[src/rtl/uart_tx_cfg_if.sv]
// Byte-stream handshake between an upstream producer and the UART transmitter.
interface uart_tx_cfg_if;
    logic [7:0] tx_data;
    logic       tx_valid;
    logic       tx_ready;

    modport master (output tx_data, output tx_valid, input tx_ready);
    modport slave  (input tx_data, input tx_valid, output tx_ready);
endinterface

[src/rtl/uart_tx_cfg.sv]
// Configurable UART transmitter: 5-8 data bits, none/odd/even parity,
// 1 or 2 stop bits, baud selected at runtime from divisors derived from CLK_HZ.
// The frame configuration is latched at accept so mid-frame input changes are harmless.
module uart_tx_cfg #(
    parameter int CLK_HZ = 50000000,
    parameter int DIV_W  = 16
) (
    input  logic          clk,
    input  logic          rstn,
    uart_tx_cfg_if.slave  up,
    input  logic [2:0]    baud_set,
    input  logic [1:0]    data_bits,
    input  logic [1:0]    parity_mode,
    input  logic          stop2,
    output logic          uart_tx,
    output logic          tx_done,
    output logic          busy
);

    localparam logic [DIV_W-1:0] DIV_9600   = DIV_W'((CLK_HZ + 32'd4800)  / 32'd9600);
    localparam logic [DIV_W-1:0] DIV_19200  = DIV_W'((CLK_HZ + 32'd9600)  / 32'd19200);
    localparam logic [DIV_W-1:0] DIV_38400  = DIV_W'((CLK_HZ + 32'd19200) / 32'd38400);
    localparam logic [DIV_W-1:0] DIV_57600  = DIV_W'((CLK_HZ + 32'd28800) / 32'd57600);
    localparam logic [DIV_W-1:0] DIV_115200 = DIV_W'((CLK_HZ + 32'd57600) / 32'd115200);
    localparam logic [DIV_W-1:0] ONE        = {{(DIV_W-1){1'b0}}, 1'b1};

    typedef enum logic [2:0] {
        ST_IDLE   = 3'd0,
        ST_START  = 3'd1,
        ST_DATA   = 3'd2,
        ST_PARITY = 3'd3,
        ST_STOP   = 3'd4
    } state_t;

    // Parity over the selected number of data bits; odd parity is inverted even.
    function automatic logic calc_parity(input logic [7:0] d, input logic [1:0] nb,
                                         input logic odd);
        logic [7:0] mask;
        case (nb)
            2'd0:    mask = 8'h1F;
            2'd1:    mask = 8'h3F;
            2'd2:    mask = 8'h7F;
            default: mask = 8'hFF;
        endcase
        return (^(d & mask)) ^ odd;
    endfunction

    state_t            state_r, state_n;
    logic [DIV_W-1:0]  cnt_r, cnt_n;
    logic [2:0]        bit_r, bit_n;
    logic              stop_r, stop_n;
    logic [7:0]        data_r;
    logic [1:0]        nbits_r;
    logic [1:0]        pmode_r;
    logic              stop2_r;
    logic [DIV_W-1:0]  div_r;
    logic [DIV_W-1:0]  div_sel_s;
    logic              accept_s, latch_s, done_s, bit_end_s, parity_en_s, line_s;
    logic [2:0]        last_bit_s;
    logic              uart_tx_r, tx_done_r, busy_r;

    assign up.tx_ready  = (state_r == ST_IDLE);
    assign accept_s     = up.tx_valid && (state_r == ST_IDLE);
    assign bit_end_s    = (cnt_r == (div_r - ONE));
    assign last_bit_s   = {1'b0, nbits_r} + 3'd4;
    assign parity_en_s  = (pmode_r == 2'd1) || (pmode_r == 2'd2);
    assign uart_tx      = uart_tx_r;
    assign tx_done      = tx_done_r;
    assign busy         = busy_r;

    // Bit-period selection from the live baud_set input (sampled only at accept).
    always_comb begin
        div_sel_s = DIV_9600;
        case (baud_set)
            3'd1:    div_sel_s = DIV_19200;
            3'd2:    div_sel_s = DIV_38400;
            3'd3:    div_sel_s = DIV_57600;
            3'd4:    div_sel_s = DIV_115200;
            default: div_sel_s = DIV_9600;
        endcase
    end

    // State register with the bit-period counter, data-bit index and stop-bit index.
    always_ff @(posedge clk or negedge rstn) begin
        if (!rstn) begin
            state_r <= ST_IDLE;
            cnt_r   <= {DIV_W{1'b0}};
            bit_r   <= 3'd0;
            stop_r  <= 1'b0;
        end else begin
            state_r <= state_n;
            cnt_r   <= cnt_n;
            bit_r   <= bit_n;
            stop_r  <= stop_n;
        end
    end

    // Next-state logic: walk START, DATA, optional PARITY and STOP, one bit per DIV cycles.
    always_comb begin
        state_n = state_r;
        cnt_n   = cnt_r;
        bit_n   = bit_r;
        stop_n  = stop_r;
        latch_s = 1'b0;
        done_s  = 1'b0;
        case (state_r)
            ST_IDLE: begin
                if (accept_s) begin
                    state_n = ST_START;
                    cnt_n   = {DIV_W{1'b0}};
                    latch_s = 1'b1;
                end else begin
                    cnt_n = {DIV_W{1'b0}};
                end
            end
            ST_START: begin
                if (bit_end_s) begin
                    state_n = ST_DATA;
                    cnt_n   = {DIV_W{1'b0}};
                    bit_n   = 3'd0;
                end else begin
                    cnt_n = cnt_r + ONE;
                end
            end
            ST_DATA: begin
                if (bit_end_s) begin
                    cnt_n = {DIV_W{1'b0}};
                    if (bit_r == last_bit_s) begin
                        state_n = parity_en_s ? ST_PARITY : ST_STOP;
                        stop_n  = 1'b0;
                    end else begin
                        bit_n = bit_r + 3'd1;
                    end
                end else begin
                    cnt_n = cnt_r + ONE;
                end
            end
            ST_PARITY: begin
                if (bit_end_s) begin
                    state_n = ST_STOP;
                    cnt_n   = {DIV_W{1'b0}};
                    stop_n  = 1'b0;
                end else begin
                    cnt_n = cnt_r + ONE;
                end
            end
            ST_STOP: begin
                if (bit_end_s) begin
                    cnt_n = {DIV_W{1'b0}};
                    if (stop_r == stop2_r) begin
                        state_n = ST_IDLE;
                        done_s  = 1'b1;
                    end else begin
                        stop_n = 1'b1;
                    end
                end else begin
                    cnt_n = cnt_r + ONE;
                end
            end
            default: begin
                state_n = ST_IDLE;
                cnt_n   = {DIV_W{1'b0}};
            end
        endcase
    end

    // Line level for the coming cycle, registered below so the start bit appears at the accept edge.
    always_comb begin
        line_s = 1'b1;
        case (state_n)
            ST_START:  line_s = 1'b0;
            ST_DATA:   line_s = data_r[bit_n];
            ST_PARITY: line_s = calc_parity(data_r, nbits_r, (pmode_r == 2'd1));
            default:   line_s = 1'b1;
        endcase
    end

    // Capture payload and frame configuration at accept; held for the whole frame.
    always_ff @(posedge clk or negedge rstn) begin
        if (!rstn) begin
            data_r  <= 8'h00;
            nbits_r <= 2'd0;
            pmode_r <= 2'd0;
            stop2_r <= 1'b0;
            div_r   <= {DIV_W{1'b0}};
        end else if (latch_s) begin
            data_r  <= up.tx_data;
            nbits_r <= data_bits;
            pmode_r <= parity_mode;
            stop2_r <= stop2;
            div_r   <= div_sel_s;
        end
    end

    // Registered serial line, end-of-frame pulse and busy flag.
    always_ff @(posedge clk or negedge rstn) begin
        if (!rstn) begin
            uart_tx_r <= 1'b1;
            tx_done_r <= 1'b0;
            busy_r    <= 1'b0;
        end else begin
            uart_tx_r <= line_s;
            tx_done_r <= done_s;
            busy_r    <= (state_n != ST_IDLE);
        end
    end

endmodule

[src/flat_wrapper.sv]
// flat-port wrapper written by rule: the top's interface ports become plain ports
module uart_tx_cfg_flat 
#(
    parameter int CLK_HZ = 50000000,
    parameter int DIV_W  = 16
)
  (clk, rstn, baud_set, data_bits, parity_mode, stop2, uart_tx, tx_done, busy, up_tx_data, up_tx_valid, up_tx_ready);
  uart_tx_cfg_if up_i ();
  input  logic clk;
  input  logic rstn;
  input  logic [2:0] baud_set;
  input  logic [1:0] data_bits;
  input  logic [1:0] parity_mode;
  input  logic stop2;
  output logic uart_tx;
  output logic tx_done;
  output logic busy;
  input wire logic [$bits(up_i.tx_data)-1:0] up_tx_data;
  input wire logic [$bits(up_i.tx_valid)-1:0] up_tx_valid;
  output wire logic [$bits(up_i.tx_ready)-1:0] up_tx_ready;
  assign up_i.tx_data = up_tx_data;
  assign up_i.tx_valid = up_tx_valid;
  assign up_tx_ready = up_i.tx_ready;
  uart_tx_cfg #(.CLK_HZ(CLK_HZ), .DIV_W(DIV_W)) u_core (.clk(clk), .rstn(rstn), .up(up_i), .baud_set(baud_set), .data_bits(data_bits), .parity_mode(parity_mode), .stop2(stop2), .uart_tx(uart_tx), .tx_done(tx_done), .busy(busy));
endmodule
[config.mk]
export PLATFORM = sky130hd
export DESIGN_NAME = uart_tx_cfg_flat
export DESIGN_NICKNAME = d
export VERILOG_FILES = /design/src/rtl/uart_tx_cfg_if.sv /design/src/rtl/uart_tx_cfg.sv /design/src/flat_wrapper.sv
export SDC_FILE = /design/constraint.sdc
export NUM_CORES = 1
export LEC_CHECK = 0
export CORE_MARGIN = 2
export CORE_UTILIZATION = 45
export DETAILED_ROUTE_END_ITERATION = 10
export PLACE_DENSITY = 0.65
export RECOVER_POWER = 25
export SETUP_SLACK_MARGIN = 0.2
export SLEW_MARGIN = 5
export SYNTH_ARGS = -nofsm -noshare
export SYNTH_HDL_FRONTEND = slang
export SYNTH_SLANG_ARGS = --single-unit
[constraint.sdc]
create_clock -name clk -period 3.4 [get_ports clk]
set_input_delay 0.51 -clock clk [delete_from_list [all_inputs] [get_ports clk]]
set_output_delay 0.51 -clock clk [all_outputs]
set_load 0.005 [all_outputs]
* After elaboration in Yosys (flattened, before gate mapping) *
Cells that the tools add are included.
W data, S select, Z words.

storage, ports and cells
  logic and storage cells = 83
  output and inout bits = 4
  register bits = 55

cells by class
  $lt $le $gt $ge = 1
  reduce and logical (&&, ||, !) cells = 9
  equality and inequality tests = 23
  multiplexer cells = 32
  bitwise operators = 2
  add/subtract/negate cells = 4

operator list
  operator                 count
  $pmux W13 S4             1
  $mux W3                  11
  $mux W16                 2
  $pmux W8 S3              1
  $eq A3 B2 Y1 const B     6
  $add A16 B1 Y16 const B  1
  $eq A16 B16 Y1           1
  $sub A16 B1 Y16 const B  1
  $pmux W3 S5              1
  $mux W1                  11
  $eq A3 B1 Y1 const B     3
  $and A8 B8 Y8            1
  $mux W8                  1
  $ne A2 B1 Y1 const B     4
  $reduce_xor A8 Y1        1
  $eq A3 B3 Y1 const B     2
  $pmux W1 S3              2
  $pmux W3 S2              1
  $reduce_and A6 Y1        1
  $reduce_bool A3 Y1       2
  $eq A2 B1 Y1 const B     2
  $eq A2 B2 Y1 const B     2
  $lt A3 B4 Y1 const B     1
  $reduce_or A4 Y1         1
  other kinds (11)         11

* Depth between registers and ports, before layout *
  word-level depth = 12
  depth in mapped cells = 12
  gate-level depth less buffers = 12

* Least setup slack after synthesis *
Ideal clock, no wire load.

  path kind = reg2reg
  start = register u_core.div_r[1]
  end = register u_core.uart_tx_r (netlist: u_core.uart_tx)
  path slack = 161 ps
  cell stages (with the launch flop) = 12
  data arrival time = 3,161 ps
  setup time = 79 ps
  path through = dfrtp_1 -> inv_1 -> ha_1 -> or4b_4 -> nor4_1 -> mux2i_1 -> and4bb_4 -> o2111ai_2 -> a211o_1 -> a2111oi_2 -> o211ai_1 -> o211a_1

between the ends
  cells in the longest elaborated chain, start to end = 7

RTL lines
  what                               RTL line                                RTL
  start: declaration                 uart_tx_cfg.sv:56                       logic [DIV_W-1:0] div_r;
  start signal: assignment           uart_tx_cfg.sv:185                      div_r <= {DIV_W{1'b0}};
  start signal: assignment           uart_tx_cfg.sv:191                      div_r <= div_sel_s;
  $sub A16 B1 Y16 *                  uart_tx_cfg.sv:64                       assign bit_end_s = (cnt_r == (div_r - ONE));
  $eq A16 B16 Y1 *                   uart_tx_cfg.sv:64
  $mux W3, on equally long branches  uart_tx_cfg.sv:126, uart_tx_cfg.sv:117
  $pmux W3 S2 *                      uart_tx_cfg.sv:106                      case (state_r)
  named net u_core.bit_n[1]          uart_tx_cfg.sv:50                       logic [2:0] bit_r, bit_n;
  $bmux W1 S3 *                      uart_tx_cfg.sv:172                      ST_DATA: line_s = data_r[bit_n];
  $mux W1 (implied by the code) *    uart_tx_cfg.sv:172
  $pmux W1 S3 *                      uart_tx_cfg.sv:170                      case (state_n)
  named net u_core.line_s            uart_tx_cfg.sv:58                       logic accept_s, latch_s, done_s, bit_end_s, parity_en_s, line_s;
  end signal: assignment             uart_tx_cfg.sv:202                      uart_tx_r <= line_s;
  end: declaration                   uart_tx_cfg.sv:60                       logic uart_tx_r, tx_done_r, busy_r;

Mark *: on every way through the listed nets, which the timed path passes. The rest lies on a longest branch. The select of a mux whose other input is x is not followed.
A chain may end at the register's enable or synchronous reset.

* Worst setup path after layout *
  start = register u_core.div_r[1]
  end = register u_core.uart_tx_r (netlist: u_core.uart_tx)

between the ends
  cells in the longest elaborated chain, start to end = 7

RTL lines
  what                               RTL line
  $sub A16 B1 Y16 *                  uart_tx_cfg.sv:64
  $eq A16 B16 Y1 *                   uart_tx_cfg.sv:64
  $mux W3, on equally long branches  uart_tx_cfg.sv:126, uart_tx_cfg.sv:117
  $pmux W3 S2                        uart_tx_cfg.sv:106
  $bmux W1 S3                        uart_tx_cfg.sv:172
  $mux W1 (implied by the code)      uart_tx_cfg.sv:172
  $pmux W1 S3 *                      uart_tx_cfg.sv:170
  named net u_core.line_s            uart_tx_cfg.sv:58

Marks and branches as above.

==> impl_metrics.json <==
{
  "filler_cell_count": 580,
  "post-dp-hpwl_um": 4620,
  "gr-usage-all-layers_pct": 18.7,
  "synth_warnings": 0,
  "status": "finished, violations left",
  "setup-tns-final_ns": 0,
  "grt.overflow.total": 0,
  "grt_max_degree": 29,
  "mappedNetlistArea_mm2": 0.00302,
  "yosys_most_used_dff": "sky130_fd_sc_hd__dfrtp_1",
  "worst_hold_path.endpoint": "u_core.pmode_r[0]$_DFFE_PN0P_",
  "cts_sinks": 51,
  "routed_via_density": 5.44,
  "crit_path_start_kind": "register",
  "p_leak_uw": 0.00155,
  "synth-edff-count": 0,
  "r2r_slack_ns": 0.21,
  "detailedRoute.firstIterationViolations": 130,
  "final_net_count": 385,
  "hold_path.class": "register to register",
  "stdcell_count": 440,
  "timing.critical_path.arrival_ns": 3.44,
  "layout.cells.most_common_list": "sky130_fd_sc_hd__nand2_1 (58), sky130_fd_sc_hd__dfrtp_1 (50), sky130_fd_sc_hd__nor2_1 (31)",
  "antenna_found_initial": 0,
  "critical_path.max_stage_delay_ns": 0.50,
  "grt_first_pass_wirelength_um": 10900,
  "row_count": 29,
  "fmax_ghz": 0.313,
  "avgSynthCellArea_um2": 9.12,
  "num_cts_buffers": 5,
  "timing_worst_slew_pin_value_ns": 1.52,
  "fraction_of_final_layout_cells_with_drive_strength_greater_than_1_pct": 14.3,
  "htree_levels": 2,
  "clock-skew-final_ns": 0.00817,
  "root_buffer": "sky130_fd_sc_hd__clkbuf_8",
  "firstDrtPassIters": 4,
  "ctsHoldBuffers": 0,
  "via_count": 2395,
  "rsz0062_at_grt": "yes",
  "place_congestion": 0.928,
  "failed_checks": "capacitance limit, slew limit",
  "hold-worst-slack_ns": 0.496,
  "worst_r2r_path_depth": 11,
  "clkLatencyLatePin_ns": 0.31,
  "cellPowerDensity_mw_per_mm2": 339,
  "drc_errors": 0,
  "number_of_distinct_library_cells_after_synthesis": 55,
  "yosysSeqAreaShare_pct": 42.3,
  "yosys.area.top_type": "sky130_fd_sc_hd__dfrtp_1",
  "timing_max_transition_violations_final": 29,
  "cp_common_cell": "sky130_fd_sc_hd__a2111oi_2",
  "initial_core_util_pct": 47.0,
  "clock_path_buffers": 2,
  "pin_count": 23,
  "timing.setup.critical_path_class": "register to register",
  "worstPathCellList": "inv_2, ha_4, or4b_4, a2111oi_2, a311oi_2, nand4bb_4, nor4_1, a211oi_4, a2111oi_2, o211ai_1, o211a_1",
  "min_from": "u_core.pmode_r[0]$_DFFE_PN0P_",
  "hold_path_depth": 2,
  "leading_cell_type_in_the_layout_fill_and_taps_excluded": "sky130_fd_sc_hd__nand2_1",
  "r2r-start": "u_core.div_r[1]$_DFFE_PN0P_",
  "first_global_vias": 2297,
  "die-height_um": 85.9,
  "layout.area.seq_mm2": 0.00128,
  "finalHoldViolCount": 0,
  "drt_wl_total_um": 6450,
  "vdd_drop_max_uv": 204,
  "multi_input_area_mm2": 0.00175,
  "ys_top_cells_by_area": "sky130_fd_sc_hd__dfrtp_1 (41%), sky130_fd_sc_hd__xnor2_1 (7.3%), sky130_fd_sc_hd__nand2_1 (7.2%)",
  "core-area_mm2": 0.00642,
  "final-setup-viol-count": 0,
  "cts_tree": "built",
  "crit_path_end_kind": "register",
  "synth_async_sr_flop_share_pct": 100,
  "post_synth_inst_count": 331,
  "antenna_cells": 0,
  "slowest_stage": "sky130_fd_sc_hd__or4b_4",
  "synth_fp_nets": 354,
  "totalPowerFinal_uw": 1210,
  "fin_crit_sh_pct": 93.9,
  "fin_crit_ns": 3.19,
  "post_place_cells": 426,
  "cap_violations": 1,
  "critical_path_peak_fanout": 5,
  "timing.critical_path.required_ns": 3.65,
  "port-buffer-count": 22,
  "die_width_um": 85.9,
  "syn_to_final_growth_pct": 18.5,
  "synth_top_cell_area_share_pct": 41.4,
  "path_clk_slew_ns": 0.09,
  "avgRoutedWirePerCell_um": 14.7,
  "fp.dieArea_mm2": 0.00738,
  "r2r_end": "u_core.uart_tx$_DFF_PN1_",
  "slew_headroom_pct": -1.53,
  "drt.antenna.violating_nets": 0,
  "synth_seq_cells": 51
}
==> worst max-delay path, delay by kind of cell (launching register included) <==
| family | cells | cell delay [ns] |
|---|---|---|
| AO/OA/AOI/OAI | 6 | 1.24 |
| adder cells (fa/ha/maj) | 1 | 0.14 |
| buffers and inverters | 1 | 0.09 |
| flip-flops | 1 | 0.40 |
| AND/OR/NAND/NOR | 3 | 1.27 |
==> final cells by class <==
| class | instances | share of cell area (%) |
|---|---|---|
| clock buffer | 7 | 2.41 |
| timing repair buffer | 37 | 9.13 |
| clock inverter | 1 | 0.245 |
| inverter | 9 | 0.944 |
| sequential | 51 | 35.7 |
| multi-input combinational | 258 | 48.9 |
| tap | 77 | 2.69 |
==> per-layer routing <==
metal / track usage, % / vias to the layer above / share of wire [%]
li1: - / 1206 / -
met1: 27.7 / 1133 / 49
met2: 27.9 / 50 / 46
met3: 3.27 / 6 / 4.0
met4: 6.06 / 0 / 1.2
met5: 0 / - / 0
==> cell families (layout without fill, tap and decap cells) <==
kind of cell | after synthesis | in the layout | synth area share [%]
multiplexers | 5 | 5 | 1.66
XOR/XNOR | 43 | 43 | 12.5
AND/OR/NAND/NOR | 163 | 163 | 27.8
flip-flops | 51 | 51 | 42.3
buffers and inverters | 22 | 54 | 3.03
adder cells (fa/ha/maj) | 4 | 4 | 1.66
AO/OA/AOI/OAI | 43 | 43 | 11.1
==> power breakdown <==
part	internal, uW	leakage (uW)	switching, uW
clock network	167	0.0000484	202
logic	93.1	0.000833	102
registers	626	0.000665	23.3
==> metrics by stage <==
stage | instance area (um2) | util, % | setup WS [ns]
global route | 3580 | 55.7 | 0.0464
floorplan | 3030 | - | 0.204
finish | 3580 | 55.7 | 0.209
detailed placement | 3350 | 52.1 | 0.0792
global placement | 3350 | 52.1 | 0.193
CTS | 3490 | 54.4 | 0.212
==> state kept, by name, summed over array words and instances (netlist names) <==
register,count
u_core.bit_r,3
u_core.busy,1
u_core.cnt_r,16
u_core.data_r,8
u_core.div_r,12
u_core.nbits_r,2
u_core.pmode_r,2
u_core.state_r,3
u_core.stop2_r,1
u_core.stop_r,1
u_core.tx_done,1
u_core.uart_tx,1
==> worst max path at each step <==
stage                           startpoint                  endpoint  slack, ns  cells past startpoint
3_3_place_gp   u_core.div_r[2]$_DFFE_PN0P_  u_core.uart_tx$_DFF_PN1_       0.19                     11
5_1_grt        u_core.div_r[1]$_DFFE_PN0P_  u_core.uart_tx$_DFF_PN1_       0.05                     11
2_1_floorplan  u_core.div_r[1]$_DFFE_PN0P_  u_core.uart_tx$_DFF_PN1_       0.20                     11
3_5_place_dp   u_core.div_r[2]$_DFFE_PN0P_     u_core.busy$_DFF_PN0_       0.08                     10
4_1_cts        u_core.div_r[1]$_DFFE_PN0P_     u_core.busy$_DFF_PN0_       0.21                     11
6_report       u_core.div_r[1]$_DFFE_PN0P_  u_core.uart_tx$_DFF_PN1_       0.21                     11
==> Yosys cell counts, types with 2 or more instances <==
| library cell | number |
|---|---|
| sky130_fd_sc_hd__o21ai_0 | 13 |
| sky130_fd_sc_hd__nor3_1 | 5 |
| sky130_fd_sc_hd__clkbuf_1 | 10 |
| sky130_fd_sc_hd__nand3b_1 | 4 |
| sky130_fd_sc_hd__a21o_1 | 3 |
| sky130_fd_sc_hd__a2111oi_2 | 2 |
| sky130_fd_sc_hd__or4_1 | 4 |
| sky130_fd_sc_hd__o211ai_1 | 3 |
| sky130_fd_sc_hd__or3_1 | 3 |
| sky130_fd_sc_hd__dfrtp_1 | 50 |
| sky130_fd_sc_hd__nor4_1 | 7 |
| sky130_fd_sc_hd__nand4_1 | 3 |
| sky130_fd_sc_hd__xnor2_1 | 25 |
| sky130_fd_sc_hd__inv_1 | 9 |
| sky130_fd_sc_hd__or2_2 | 2 |
| sky130_fd_sc_hd__nor4b_1 | 2 |
| sky130_fd_sc_hd__ha_1 | 4 |
| sky130_fd_sc_hd__mux2i_1 | 5 |
| sky130_fd_sc_hd__a311oi_1 | 2 |
| sky130_fd_sc_hd__nand2_1 | 58 |
| sky130_fd_sc_hd__and3_1 | 10 |
| sky130_fd_sc_hd__xor2_1 | 18 |
| sky130_fd_sc_hd__nor3b_1 | 3 |
| sky130_fd_sc_hd__nand3_1 | 14 |
| sky130_fd_sc_hd__nor2_1 | 32 |
| sky130_fd_sc_hd__nand2b_1 | 9 |
| sky130_fd_sc_hd__a21oi_1 | 3 |
==> what timing repair did <==
action,in CTS,in global routing
gates cloned,0,0
endpoints found under the setup margin,2,2
setup buffers,4,2
pin swaps,2,8
resized for setup,3,16
endpoints found under the hold margin,0,0
No activity file was read; power rests on OpenSTA's default activity.
